[config.mk]
export PLATFORM = sky130hd
export DESIGN_NAME = mitchell_logmul_pipe_flat
export DESIGN_NICKNAME = d
export VERILOG_FILES = /design/src/rtl/mitchell_logmul_pipe_pkg.sv /design/src/rtl/mitchell_logmul_pipe_if.sv /design/src/rtl/mitchell_logmul_pipe_antilog.sv /design/src/rtl/mitchell_logmul_pipe.sv /design/src/flat_wrapper.sv
export SDC_FILE = /design/constraint.sdc
export NUM_CORES = 1
export LEC_CHECK = 0
export CAP_MARGIN = 30
export CORE_ASPECT_RATIO = 1.4
export CORE_MARGIN = 2
export CORE_UTILIZATION = 29
export CTS_CLUSTER_DIAMETER = 120
export DETAILED_ROUTE_END_ITERATION = 12
export GPL_ROUTABILITY_DRIVEN = 0
export SLEW_MARGIN = 15
export SYNTH_ARGS = -nofsm -noshare
export SYNTH_HDL_FRONTEND = slang
export SYNTH_SLANG_ARGS = --single-unit
[constraint.sdc]
create_clock -name clk -period 4.1 [get_ports clk]
set_clock_uncertainty 0.2 [all_clocks]
set_input_delay 0.41 -clock clk [delete_from_list [all_inputs] [get_ports clk]]
set_output_delay 0.41 -clock clk [all_outputs]
set_load 0.01 [all_outputs]
[src/rtl/mitchell_logmul_pipe_pkg.sv]
// Shared constants, payload types and the log-domain adder helper for the
// Mitchell approximate 8x8 multiplier back end.
package mitchell_logmul_pipe_pkg;

    localparam int K_W    = 3;
    localparam int FRAC_W = 7;
    localparam int OP_W   = 2 ** K_W;
    localparam int OUT_W  = 2 * OP_W;
    localparam int LSUM_W = K_W + 1 + FRAC_W;

    // Log sum: integer part widened by one bit so the fraction carry lands in k.
    typedef struct packed {
        logic [K_W:0]      k;
        logic [FRAC_W-1:0] f;
    } log_sum_t;

    typedef logic [OUT_W-1:0] prod_t;

    // Payload carried from the log-add stage into the antilog stage.
    typedef struct packed {
        log_sum_t l;
        logic     zr;
    } s1_payload_t;

    // Payload carried from the antilog stage into the output stage.
    typedef struct packed {
        prod_t p;
        logic  zr;
    } s2_payload_t;

    // Adds two fixed-point logarithms {k, f}; the fraction carry propagates into k.
    function automatic log_sum_t log_add(
        input logic [K_W-1:0]    k_a,
        input logic [FRAC_W-1:0] f_a,
        input logic [K_W-1:0]    k_b,
        input logic [FRAC_W-1:0] f_b
    );
        logic [LSUM_W-1:0] sum;
        sum = {1'b0, k_a, f_a} + {1'b0, k_b, f_b};
        return log_sum_t'(sum);
    endfunction

endpackage

[src/rtl/mitchell_logmul_pipe_if.sv]
// Operand/product handshake bundle for mitchell_logmul_pipe.
// slave: the pipeline's view; master: the driver/consumer side.
interface mitchell_logmul_pipe_if
    import mitchell_logmul_pipe_pkg::*;
();

    logic              in_valid;
    logic              in_ready;
    logic [K_W-1:0]    k_a;
    logic [K_W-1:0]    k_b;
    logic [FRAC_W:0]   x_a;
    logic [FRAC_W:0]   x_b;
    logic              z_a;
    logic              z_b;
    logic              out_valid;
    logic              out_ready;
    prod_t             prod;

    modport slave (
        input  in_valid, k_a, k_b, x_a, x_b, z_a, z_b, out_ready,
        output in_ready, out_valid, prod
    );

    modport master (
        output in_valid, k_a, k_b, x_a, x_b, z_a, z_b, out_ready,
        input  in_ready, out_valid, prod
    );

endinterface

[src/rtl/mitchell_logmul_pipe_antilog.sv]
// Combinational antilog: p = {1, f} scaled by 2**(k - FRAC_W), truncated.
module mitchell_antilog
    import mitchell_logmul_pipe_pkg::*;
(
    input  log_sum_t i_l,
    output prod_t    o_p
);

    localparam logic [K_W:0] C_BIAS = (K_W + 1)'(FRAC_W);

    logic [OUT_W-1:0] w_m;

    assign w_m = {{(OUT_W - FRAC_W - 1){1'b0}}, 1'b1, i_l.f};

    // Shift the restored mantissa left or right depending on the characteristic.
    always_comb begin
        o_p = '0;
        if (i_l.k >= C_BIAS) begin
            o_p = w_m << (i_l.k - C_BIAS);
        end else begin
            o_p = w_m >> (C_BIAS - i_l.k);
        end
    end

endmodule

[src/rtl/mitchell_logmul_pipe.sv]
// Mitchell log-domain multiplier back end: log add -> antilog -> output,
// three registered stages with valid/ready on both sides.
// Optional feature macro: LOGMUL_PERF_EN adds the perf_cnt completed-product counter.
module mitchell_logmul_pipe
    import mitchell_logmul_pipe_pkg::*;
(
    input  logic                   clk,
    input  logic                   rst_n,
    mitchell_logmul_pipe_if.slave  bus
`ifdef LOGMUL_PERF_EN
    ,
    output logic [31:0]            perf_cnt
`endif
);

    logic        r_v1;
    logic        r_v2;
    logic        r_v3;
    s1_payload_t r_s1;
    s2_payload_t r_s2;
    prod_t       r_prod;

    logic        w_rdy1;
    logic        w_rdy2;
    logic        w_rdy3;
    s1_payload_t w_s1_next;
    prod_t       w_p;
    logic        w_unused_msb;

    // Detector fractions carry a constant-zero MSB that plays no part in the sum.
    assign w_unused_msb = bus.x_a[FRAC_W] | bus.x_b[FRAC_W];

    // A stage can load when it is empty or its successor takes its content now.
    assign w_rdy3 = !r_v3 || bus.out_ready;
    assign w_rdy2 = !r_v2 || w_rdy3;
    assign w_rdy1 = !r_v1 || w_rdy2;

    assign bus.in_ready  = w_rdy1;
    assign bus.out_valid = r_v3;
    assign bus.prod      = r_prod;

    // Log-add of the two operands plus the combined zero flag.
    always_comb begin
        w_s1_next    = '0;
        w_s1_next.l  = log_add(bus.k_a, bus.x_a[FRAC_W-1:0],
                               bus.k_b, bus.x_b[FRAC_W-1:0]);
        w_s1_next.zr = bus.z_a | bus.z_b;
    end

    mitchell_antilog u_antilog (
        .i_l (r_s1.l),
        .o_p (w_p)
    );

    // Stage 1: capture the log sum of an accepted operand pair.
    always_ff @(posedge clk or negedge rst_n) begin
        if (!rst_n) begin
            r_v1 <= 1'b0;
            r_s1 <= '0;
        end else if (w_rdy1) begin
            r_v1 <= bus.in_valid;
            if (bus.in_valid) begin
                r_s1 <= w_s1_next;
            end
        end
    end

    // Stage 2: capture the antilog of the stage-1 log sum.
    always_ff @(posedge clk or negedge rst_n) begin
        if (!rst_n) begin
            r_v2 <= 1'b0;
            r_s2 <= '0;
        end else if (w_rdy2) begin
            r_v2 <= r_v1;
            if (r_v1) begin
                r_s2.p  <= w_p;
                r_s2.zr <= r_s1.zr;
            end
        end
    end

    // Stage 3: output register; a zero operand forces the product to zero.
    always_ff @(posedge clk or negedge rst_n) begin
        if (!rst_n) begin
            r_v3   <= 1'b0;
            r_prod <= '0;
        end else if (w_rdy3) begin
            r_v3 <= r_v2;
            if (r_v2) begin
                r_prod <= r_s2.zr ? '0 : r_s2.p;
            end
        end
    end

`ifdef LOGMUL_PERF_EN
    logic [31:0] r_perf;

    // Count completed output transfers, saturating at all-ones.
    always_ff @(posedge clk or negedge rst_n) begin
        if (!rst_n) begin
            r_perf <= 32'd0;
        end else if (r_v3 && bus.out_ready && (r_perf != 32'hFFFF_FFFF)) begin
            r_perf <= r_perf + 32'd1;
        end
    end

    assign perf_cnt = r_perf;
`endif

endmodule
[src/flat_wrapper.sv]
// flat-port wrapper written by rule: the top's interface ports become plain ports
module mitchell_logmul_pipe_flat import mitchell_logmul_pipe_pkg::*;
  (clk, rst_n, bus_in_valid, bus_k_a, bus_k_b, bus_x_a, bus_x_b, bus_z_a, bus_z_b, bus_out_ready, bus_in_ready, bus_out_valid, bus_prod);
  mitchell_logmul_pipe_if bus_i ();
  input  logic clk;
  input  logic rst_n;
  input wire logic [$bits(bus_i.in_valid)-1:0] bus_in_valid;
  input wire logic [$bits(bus_i.k_a)-1:0] bus_k_a;
  input wire logic [$bits(bus_i.k_b)-1:0] bus_k_b;
  input wire logic [$bits(bus_i.x_a)-1:0] bus_x_a;
  input wire logic [$bits(bus_i.x_b)-1:0] bus_x_b;
  input wire logic [$bits(bus_i.z_a)-1:0] bus_z_a;
  input wire logic [$bits(bus_i.z_b)-1:0] bus_z_b;
  input wire logic [$bits(bus_i.out_ready)-1:0] bus_out_ready;
  output wire logic [$bits(bus_i.in_ready)-1:0] bus_in_ready;
  output wire logic [$bits(bus_i.out_valid)-1:0] bus_out_valid;
  output wire logic [$bits(bus_i.prod)-1:0] bus_prod;
  assign bus_i.in_valid = bus_in_valid;
  assign bus_i.k_a = bus_k_a;
  assign bus_i.k_b = bus_k_b;
  assign bus_i.x_a = bus_x_a;
  assign bus_i.x_b = bus_x_b;
  assign bus_i.z_a = bus_z_a;
  assign bus_i.z_b = bus_z_b;
  assign bus_i.out_ready = bus_out_ready;
  assign bus_in_ready = bus_i.in_ready;
  assign bus_out_valid = bus_i.out_valid;
  assign bus_prod = bus_i.prod;
  mitchell_logmul_pipe u_core (.clk(clk), .rst_n(rst_n), .bus(bus_i));
endmodule
== Word level (Yosys, flattened, before mapping) ==
Cells that the tools add are included.
Cells by class
  multiplexer cells: 2
  add/sub/neg operators: 3
  reduce and logical (&&, ||, !) cells: 9
  bitwise operators: 1
  shifts and indexed selects: 2
  magnitude comparators: 1
Operator list (count)
  $mux W16: 2
  $shl A8 B4 Y16: 1
  $shr A8 B4 Y16: 1
  $add A10 B10 Y11: 1
  $reduce_and A2 Y1: 3
  $ge A4 B3 Y1 const B: 1
  $sub A3 B4 Y4 const A: 1
  $sub A4 B3 Y4 const B: 1
  $logic_not A1 Y1: 3
  $logic_or A1 B1 Y1: 3
  $or A1 B1 Y1: 1
Storage, ports and cells
  bits in registers: 48
  output and inout bits: 18
  input bits: 28
  logic and storage cells: 27

== Logic depth before layout (Yosys ltp) ==
Gate-level depths: netlist of run 1.
  depth after elaboration: 5
  gate-level depth with buffers: 10

== Hierarchy ==
A second synthesis of run 1 with hierarchy kept.
Unflattened totals
  cells, all modules: 314
  area total of the unflattened synthesis: 3039.2 um2
By module, submodules not included
  mitchell_logmul_pipe: times used 1, cells an instance 205, seq. area each 1201.2 um2, area an instance 2262.2 um2
  mitchell_antilog: times used 1, cells an instance 109, seq. area each 0.0 um2, area an instance 777.0 um2

== Least setup slack after synthesis of run 1 ==
No wires, ideal clock.
  path type: reg2reg
  start: reg u_core.r_s1[8] in the netlist's numbering
  end: reg u_core.r_s2[13] in the netlist's numbering
  stages on the path, launching flop included: 9
  buffers on the path: 3
  arrival: 2.070 ns
  library setup time: 0.126 ns
  slack: 1.704 ns
  required time: 3.774 ns
  cell sequence: dfrtp_1 -> buf_6 -> inv_1 -> ha_1 -> buf_2 -> buf_2 -> mux4_2 -> mux2_2 -> a221o_1
On the way
  cells in the longest elaborated chain, start to end: 3
  elaborated cells between the ends (all ways): 6
  those cells by class: 2 x add/sub; 1 x order compare; 2 x shift; 1 x mux
RTL lines
  start: declaration: line mitchell_logmul_pipe.sv:19  | s1_payload_t r_s1;
  start signal: assignment: line mitchell_logmul_pipe.sv:63  | r_s1 <= w_s1_next;
  $sub A3 B4 Y4 or $sub A4 B3 Y4 (tied branches): line mitchell_logmul_pipe_antilog.sv:21, mitchell_logmul_pipe_antilog.sv:19
  $shr A8 B4 Y16 or $shl A8 B4 Y16 (tied branches): line mitchell_logmul_pipe_antilog.sv:21, mitchell_logmul_pipe_antilog.sv:19
  $mux W16 (*): line mitchell_logmul_pipe_antilog.sv:18  | if (i_l.k >= C_BIAS) begin
  end: declaration: line mitchell_logmul_pipe.sv:20  | s2_payload_t r_s2;
Every way passes the cells marked *; elsewhere a longest branch is shown, timed or not.
A chain may end at the register's enable or synchronous reset.

== Worst setup path in the final report of run 1 ==
  start: reg u_core.r_s1[8] in the netlist's numbering
  end: reg u_core.r_s2[15] in the netlist's numbering
Same word-level chain as after synthesis.

==> results of run 1 <==
## cell families (layout without fill, tap and decap cells)
family,after synthesis,after routing
AO/OA/AOI/OAI,85,85
XOR/XNOR,7,7
adder cells (fa/ha/maj),14,14
buffers and inverters,26,64
flip-flops,48,48
multiplexers,21,21
AND/OR/NAND/NOR,105,105
## how the worst min path moves through the flow
stage	from	depth (start not counted)	endpoint	slack (ps)
2_1_floorplan	rst_n	0	u_core.bus.out_valid$_DFFE_PN0P_	-90
3_3_place_gp	u_core.bus.prod[4]$_DFFE_PN0P_	2	u_core.bus.prod[4]$_DFFE_PN0P_	260
3_5_place_dp	rst_n	1	u_core.bus.prod[0]$_DFFE_PN0P_	130
4_1_cts	u_core.r_s1[0]$_DFFE_PN0P_	2	u_core.r_s2[0]$_DFFE_PN0P_	280
5_1_grt	u_core.bus.prod[1]$_DFFE_PN0P_	2	u_core.bus.prod[1]$_DFFE_PN0P_	300
6_report	u_core.bus.prod[14]$_DFFE_PN0P_	2	u_core.bus.prod[14]$_DFFE_PN0P_	270
## layer usage
layer	vias up	part of all wire	track usage
met3	7	0.033	0.0224
met1	1055	0.42	0.127
met2	47	0.53	0.210
met4	0	0.021	0.0483
met5	-	0	0
li1	1165	-	-
## stage by stage
step	util	hold slack [ps]	cell area, sq um
floorplan	-	-85.6	2880
global placement	0.348	262	3410
detailed placement	0.350	132	3430
CTS	0.368	284	3600
global route	0.368	304	3600
finish	0.368	273	3600
## cells in the mapped netlist (2+ instances only)
cell / number
a31oi_1: 3
nand2b_1: 21
a21o_1: 5
buf_2: 4
and3_1: 4
and2_1: 2
a21oi_1: 6
nor2b_1: 3
a211oi_1: 3
o31ai_1: 4
inv_1: 10
ha_1: 13
a222oi_1: 2
nor2_1: 16
a221o_1: 6
xor2_1: 7
nand3_1: 4
o21a_1: 4
o31a_1: 2
mux2_2: 6
o221ai_1: 2
nand3b_1: 3
o21ai_0: 38
clkbuf_1: 10
mux2i_1: 11
nand2_1: 47
nor3_1: 2
dfrtp_1: 48
mux4_2: 4
a32oi_1: 3
## layout make-up
type / instances / area [sq um] / area share
clock buffers: 6 / 129 / 0.0358
clock inverters: 2 / 35.0 / 0.00973
inverters: 10 / 37.5 / 0.0104
multi-input cells: 232 / 1570 / 0.435
flip-flops and latches: 48 / 1200 / 0.334
well taps: 135 / 169 / 0.0469
repair buffers: 46 / 463 / 0.129
## state kept, by name (all words and copies together) (netlist names)
name                  flops
u_core.r_s2              17
u_core.bus.prod          16
u_core.r_v2               1
u_core.r_s1              12
u_core.bus.out_valid      1
u_core.r_v1               1
## power by group through the flow
stage	combinational, mW	sequential (mW)	clock (mW)
floorplan	0.499	0.738	0
detailed placement	0.731	0.761	0
global route	0.814	0.773	0.484
global placement	0.721	0.753	0
finish	0.731	0.747	0.457
CTS	0.734	0.751	0.471
## placed cells by master (no fill, tap or decap), types with 6 or more instances in the layout
cell type | synthesis | routed
a221o_1 | 6 | 6
mux2i_1 | 11 | 11
inv_1 | 10 | 10
mux2_2 | 6 | 6
dfrtp_1 | 48 | 48
a21oi_1 | 6 | 6
ha_1 | 13 | 13
nand2b_1 | 21 | 21
o21ai_0 | 38 | 38
clkdlybuf4s50_1 | 0 | 42
nor2_1 | 16 | 16
nand2_1 | 47 | 47
xor2_1 | 7 | 7
## worst register-to-register path, delay by kind of cell, from the launching register on
family                     cells  cell delay [ps]
AOI/OAI and AO/OA              3              670
adders and majority gates      1              620
buffers and inverters          2              400
DFF                            1              320
muxes                          1              310
and+or+nand+nor                1              110
## repair_timing
item | CTS | global route
hold endpoints to repair | 13 | 0
hold buffers | 1 | 0
endpoints found under the setup margin | 0 | 0
==> summary.md, run 1 <==
| Metric | Value |
|---|---|
| Status | `complete, no violations` |
| Critical setup path kind | `flop to flop` |
| CP cell instances | `buf_4 -> inv_1 -> ha_1 -> mux2i_1 -> o21ai_0 -> nand2_1 -> o21ai_0 -> a221o_1` |
| Critical-path top delay cell | `ha_1` |
| Yosys warns | `0` |
| Max-cap viol count | `0` |
| GRT Util Overall | `0.115` |
| Largest family of logic cells by synthesized area | `compound AO/OA/AOI/OAI gates` |
| Vias per cell | `4.75` |
| Post-synth top area share | `0.417` |
| Num CTS Buffers | `5` |
| Post-Synth XOR/XNOR Area | `0.0213` |
| Worst vdd ir | `182 uV` |
| Filler cells | `1033` |
| Crit path to | `u_core.r_s2[15]$_DFFE_PN0P_` |
| Number of global-route vias before repair | `2140` |
| Peak fanout along the critical path | `20` |
| Worst setup path start | `u_core.r_s1[8]$_DFFE_PN0P_` |
| DRT Wirelength | `5730 microns` |
| Max Buffers Root-to-Sink | `2` |
| Setup Fix Bufs, Post-CTS | `0` |
| Final Non-Filler Cells | `479` |
| TritonCTS clock tree | `done` |
| Yosys cell types | `43` |
| WP depth | `8` |
| P&R area growth vs syn | `25.1%` |
| Final setup TNS | `0 ps` |
| Synth area leader | `dfrtp_1` |
| Drt first pass iters | `4` |
| Synth Register Bits | `48` |
| CTS resizes | `0` |
| Die Footprint | `10700 sq um` |
| Clock Latency Late Sink | `290 ps` |
| Critical Path AT | `2710 ps` |
| Minimum clock period | `2740 ps` |
| RSZ-0062 raised after global routing | `false` |
| Slew @ Worst Pin | `830 ps` |
| First-pass GRT wire length | `9880 microns` |
| Cell family with most CP delay | `compound AO/OA/AOI/OAI gates` |
| Cells after synthesis | `306` |
| DP Worst Slack | `1350 ps` |
| Rel. slew slack | `0.445` |
| Reg2reg path depth | `8` |
| Largest net degree at the start of global routing | `36` |
| DRC | `0` |
| Crit path largest cell delay | `620 ps` |
| Synthesized cell area | `2880 sq um` |
| Crit path capture type | `flop` |
| Slew Limit Fails | `0` |
| Multiplexer share of the synthesized area | `0.0930` |
| Pwr/cell area | `537 nW/um^2` |
| Initial Util | `0.294` |
| Syn_area_per_cell | `9.40 sq um` |
| Synth top area cells | `dfrtp_1 42%, o21ai_0 6.6%, nand2_1 6.1%` |
| Buf/Inv on CP | `2` |
| Power share of the clock group | `0.236` |
| Setup violators final | `0` |
| Compound-Gate Fraction of Synth Area | `0.193` |
| Synth Area in Adders | `0.0635` |
| Final nets | `385` |
| Share of flip-flops with an asynchronous set or reset | `1.00` |
| Int Pwr | `1.29 mW` |
| Final worst path period share | `0.668` |
| Antenna Violating Nets Remaining | `0` |
| Antenna diode count | `0` |
| Synth Area in Simple Gates | `0.173` |
| Worst Slack Setup Final | `1360 ps` |
| P_sw | `0.650 mW` |
| Reg-to-Reg Start | `u_core.r_s1[8]$_DFFE_PN0P_` |
| Tot Pwr | `1.94 mW` |
| Initial antenna violation count | `0` |
| Seq/Total Area, Yosys | `0.417` |
| FF-to-FF End | `u_core.r_s2[15]$_DFFE_PN0P_` |
| Inst Count DP | `470` |
| Fraction of layout cells with a size suffix above 1 | `0.0640` |
| EDFF count, synth | `0` |
| Fmax | `365 MHz` |
| Lkg Pwr | `1.54 nW` |
| Sw frac | `0.336` |
| Worst EP required | `4070 ps` |
| CTS clk-pin slew, worst paths | `60 ps` |
| GRT overflow | `0` |
| Final hold violation count | `0` |
| FF-to-FF setup slack | `1360 ps` |
| Core ar. | `9790 sq um` |
| # IOs | `46` |
| Comb power frac | `0.378` |
| Critical Path Most Common Cell | `o21ai_0` |
| Clk sinks | `48` |
| Syn Nets | `348` |
| Hold crit path type | `flop to flop` |
| DIE HEIGHT | `122 microns` |
| Chip width | `88.2 microns` |
| IO buf count | `43` |
| H-tree levels | `2` |
| Root Buffer | `clkbuf_16` |
| Sequential power share | `0.386` |
| Detailed placement HPWL | `4490 microns` |
| Starting DRT DRC Count | `77` |
| Vias | `2274` |
| Routed length per instance | `12.0 microns` |
| Critical Path Source Type | `flop` |
| FP Rows | `43` |
| Predominant post-synthesis flop cell | `dfrtp_1` |
Note: power is estimated with default switching activity, not from simulation.
==> run 2, diff against run 1 <==
- clock period: 4.1 -> 2.3 ns (I/O delays scaled with it)
==> summary.md, run 2 (synthesis gave the netlist of run 1 again) <==
| Metric | Value |
|---|---|
| Critical Path AT | `2200 ps (-510 ps)` |
| Critical Path Source Type | `flop` |
| Crit path capture type | `flop` |
| Routed length per instance | `12.0 microns (+0.50%)` |
| Worst EP required | `2330 ps (-1740 ps)` |
| Antenna Violating Nets Remaining | `0 (unchanged)` |
| Starting DRT DRC Count | `128 (+66%)` |
| Inst Count DP | `494 (+5.1%)` |
| IO buf count | `43 (unchanged)` |
| Final worst path period share | `0.947 (+0.280)` |
| Clk sinks | `48 (unchanged)` |
| Fmax | `459 MHz (+26%)` |
| Final hold violation count | `0 (unchanged)` |
| Antenna diode count | `0 (unchanged)` |
| Lkg Pwr | `1.65 nW (+7.2%)` |
| DP Worst Slack | `-142 ps (-1490 ps)` |
| Num CTS Buffers | `5 (unchanged)` |
| Vias | `2403 (+5.7%)` |
| Status | `complete, no violations` |
| Pwr/cell area | `951 nW/um^2 (+77%)` |
| Worst vdd ir | `362 uV (+98%)` |
| FP Rows | `43 (unchanged)` |
| P&R area growth vs syn | `31.7%` |
| GRT overflow | `0 (unchanged)` |
| Hold crit path type | `input port to asynchronous set/reset pin` |
| Max reg flops | `17 (unchanged)` |
| Clock Latency Late Sink | `280 ps (about the same)` |
| # IOs | `46 (unchanged)` |
| Tot Pwr | `3.60 mW (+86%)` |
| Minimum clock period | `2180 ps (-559 ps)` |
| Setup Fix Bufs, Post-CTS | `0 (unchanged)` |
| Chip width | `88.2 microns (unchanged)` |
| Final Non-Filler Cells | `503 (+5.0%)` |
| FF-to-FF End | `u_core.r_s2[9]$_DFFE_PN0P_` |
| Initial Util | `0.294 (unchanged)` |
| Detailed placement HPWL | `4910 microns (+9.3%)` |
| DRT Wirelength | `6050 microns (+5.5%)` |
| Critical setup path kind | `flop to flop` |
| FF-to-FF setup slack | `120 ps (-1240 ps)` |
| CTS clk-pin slew, worst paths | `60 ps (about the same)` |
| DIE HEIGHT | `122 microns (unchanged)` |
| Initial antenna violation count | `0 (unchanged)` |
| H-tree levels | `2 (unchanged)` |
| Number of global-route vias before repair | `2300 (+7.5%)` |
| Die Footprint | `10700 sq um (unchanged)` |
| Commonest cells after routing, fill and taps aside | `47 x nand2_1, 47 x dfrtp_1, 42 x clkdlybuf4s50_1, 38 x o21ai_0, 26 x buf_4` |
| First-pass GRT wire length | `10400 microns (+4.8%)` |
| Worst Slack Setup Final | `121 ps (-1240 ps)` |
| Root Buffer | `clkbuf_16` |
| Hold slack | `181 ps (-91.6 ps)` |
| Reg2reg path depth | `6 (-2)` |
| Max Buffers Root-to-Sink | `2 (unchanged)` |
| Vias per cell | `4.78 (+0.63%)` |
| Rel. slew slack | `0.682 (+0.237)` |
| GRT Util Overall | `0.119 (+0.00414)` |
| Core ar. | `9790 sq um (unchanged)` |
| DRC | `0 (unchanged)` |
| Largest net degree at the start of global routing | `33 (-8.3%)` |
| TritonCTS clock tree | `done` |
| Setup violators final | `0 (unchanged)` |
| Drt first pass iters | `4 (unchanged)` |
| Top reg by flops | `u_core.r_s2` |
| Reg-to-Reg Start | `u_core.r_s1[8]$_DFFE_PN0P_` |
| Fraction of layout cells with a size suffix above 1 | `0.136 (+0.0719)` |
| Max-cap viol count | `0 (unchanged)` |
| Slew Limit Fails | `0 (unchanged)` |
| Peak fanout along the critical path | `4 (-80%)` |
| RSZ-0062 raised after global routing | `false` |
| Final core occ | `0.387 (+0.0192)` |
| Final nets | `409 (+6.2%)` |
| Slew @ Worst Pin | `475 ps (-355 ps)` |
run 2: per-layer routing:
layer | part of all wire | global-route usage | vias to the layer above
li1 | - | - | 1211
met1 | 0.41 | 0.126 | 1135
met2 | 0.54 | 0.227 | 46
met3 | 0.026 | 0.0169 | 11
met4 | 0.028 | 0.0521 | 0
met5 | 0 | 0 | -
run 2: worst max-delay path by stage:
stage                                    start                     endpoint  slack [ps]  cells after the start
global route        u_core.r_s1[8]$_DFFE_PN0P_   u_core.r_s2[9]$_DFFE_PN0P_           7                      6
global placement                    bus_x_b[0]  u_core.r_s1[11]$_DFFE_PN0P_         -80                      9
floorplan           u_core.r_s1[8]$_DFFE_PN0P_  u_core.r_s2[13]$_DFFE_PN0P_           6                      8
finish              u_core.r_s1[8]$_DFFE_PN0P_   u_core.r_s2[9]$_DFFE_PN0P_         120                      6
detailed placement                  bus_x_b[0]  u_core.r_s1[11]$_DFFE_PN0P_        -140                      9
CTS                 u_core.r_s1[8]$_DFFE_PN0P_  u_core.r_s2[11]$_DFFE_PN0P_          50                      8
run 2: repair_timing:
item / 4_1_cts / 5_1_grt
gates resized for setup: 1 / 2
hold buffers: 1 / 0
endpoints found under the setup margin: 1 / 4
hold endpoints to repair: 14 / 0
run 2: layout make-up:
type	instances	area, sq um
clock buffers	5	125
fillers	995	6000
multi-input cells	232	1580
flip-flops and latches	48	1200
repair buffers	70	631
well taps	135	169
inverters	10	40.0
clock inverters	3	42.5
run 2: critical path, stage by stage, from the launching register on:
cell and delay [ps]:
dfrtp_2 440, ha_1 280, ha_1 360, nor4_1 460, buf_4 210, a222oi_1 80, inv_1 80
run 2: power breakdown:
part	total (mW)	switching [mW]	internal, mW
Clock	0.812	0.301	0.510
Sequential	1.31	0.197	1.11
Combinational	1.48	0.697	0.784
Total	3.60	1.20	2.41
run 2: stage by stage:
stage	instance area, sq um	setup TNS, ps
floorplan	2890	0
CTS	3780	0
global placement	3600	-232
detailed placement	3600	-464
finish	3790	0
global route	3790	0
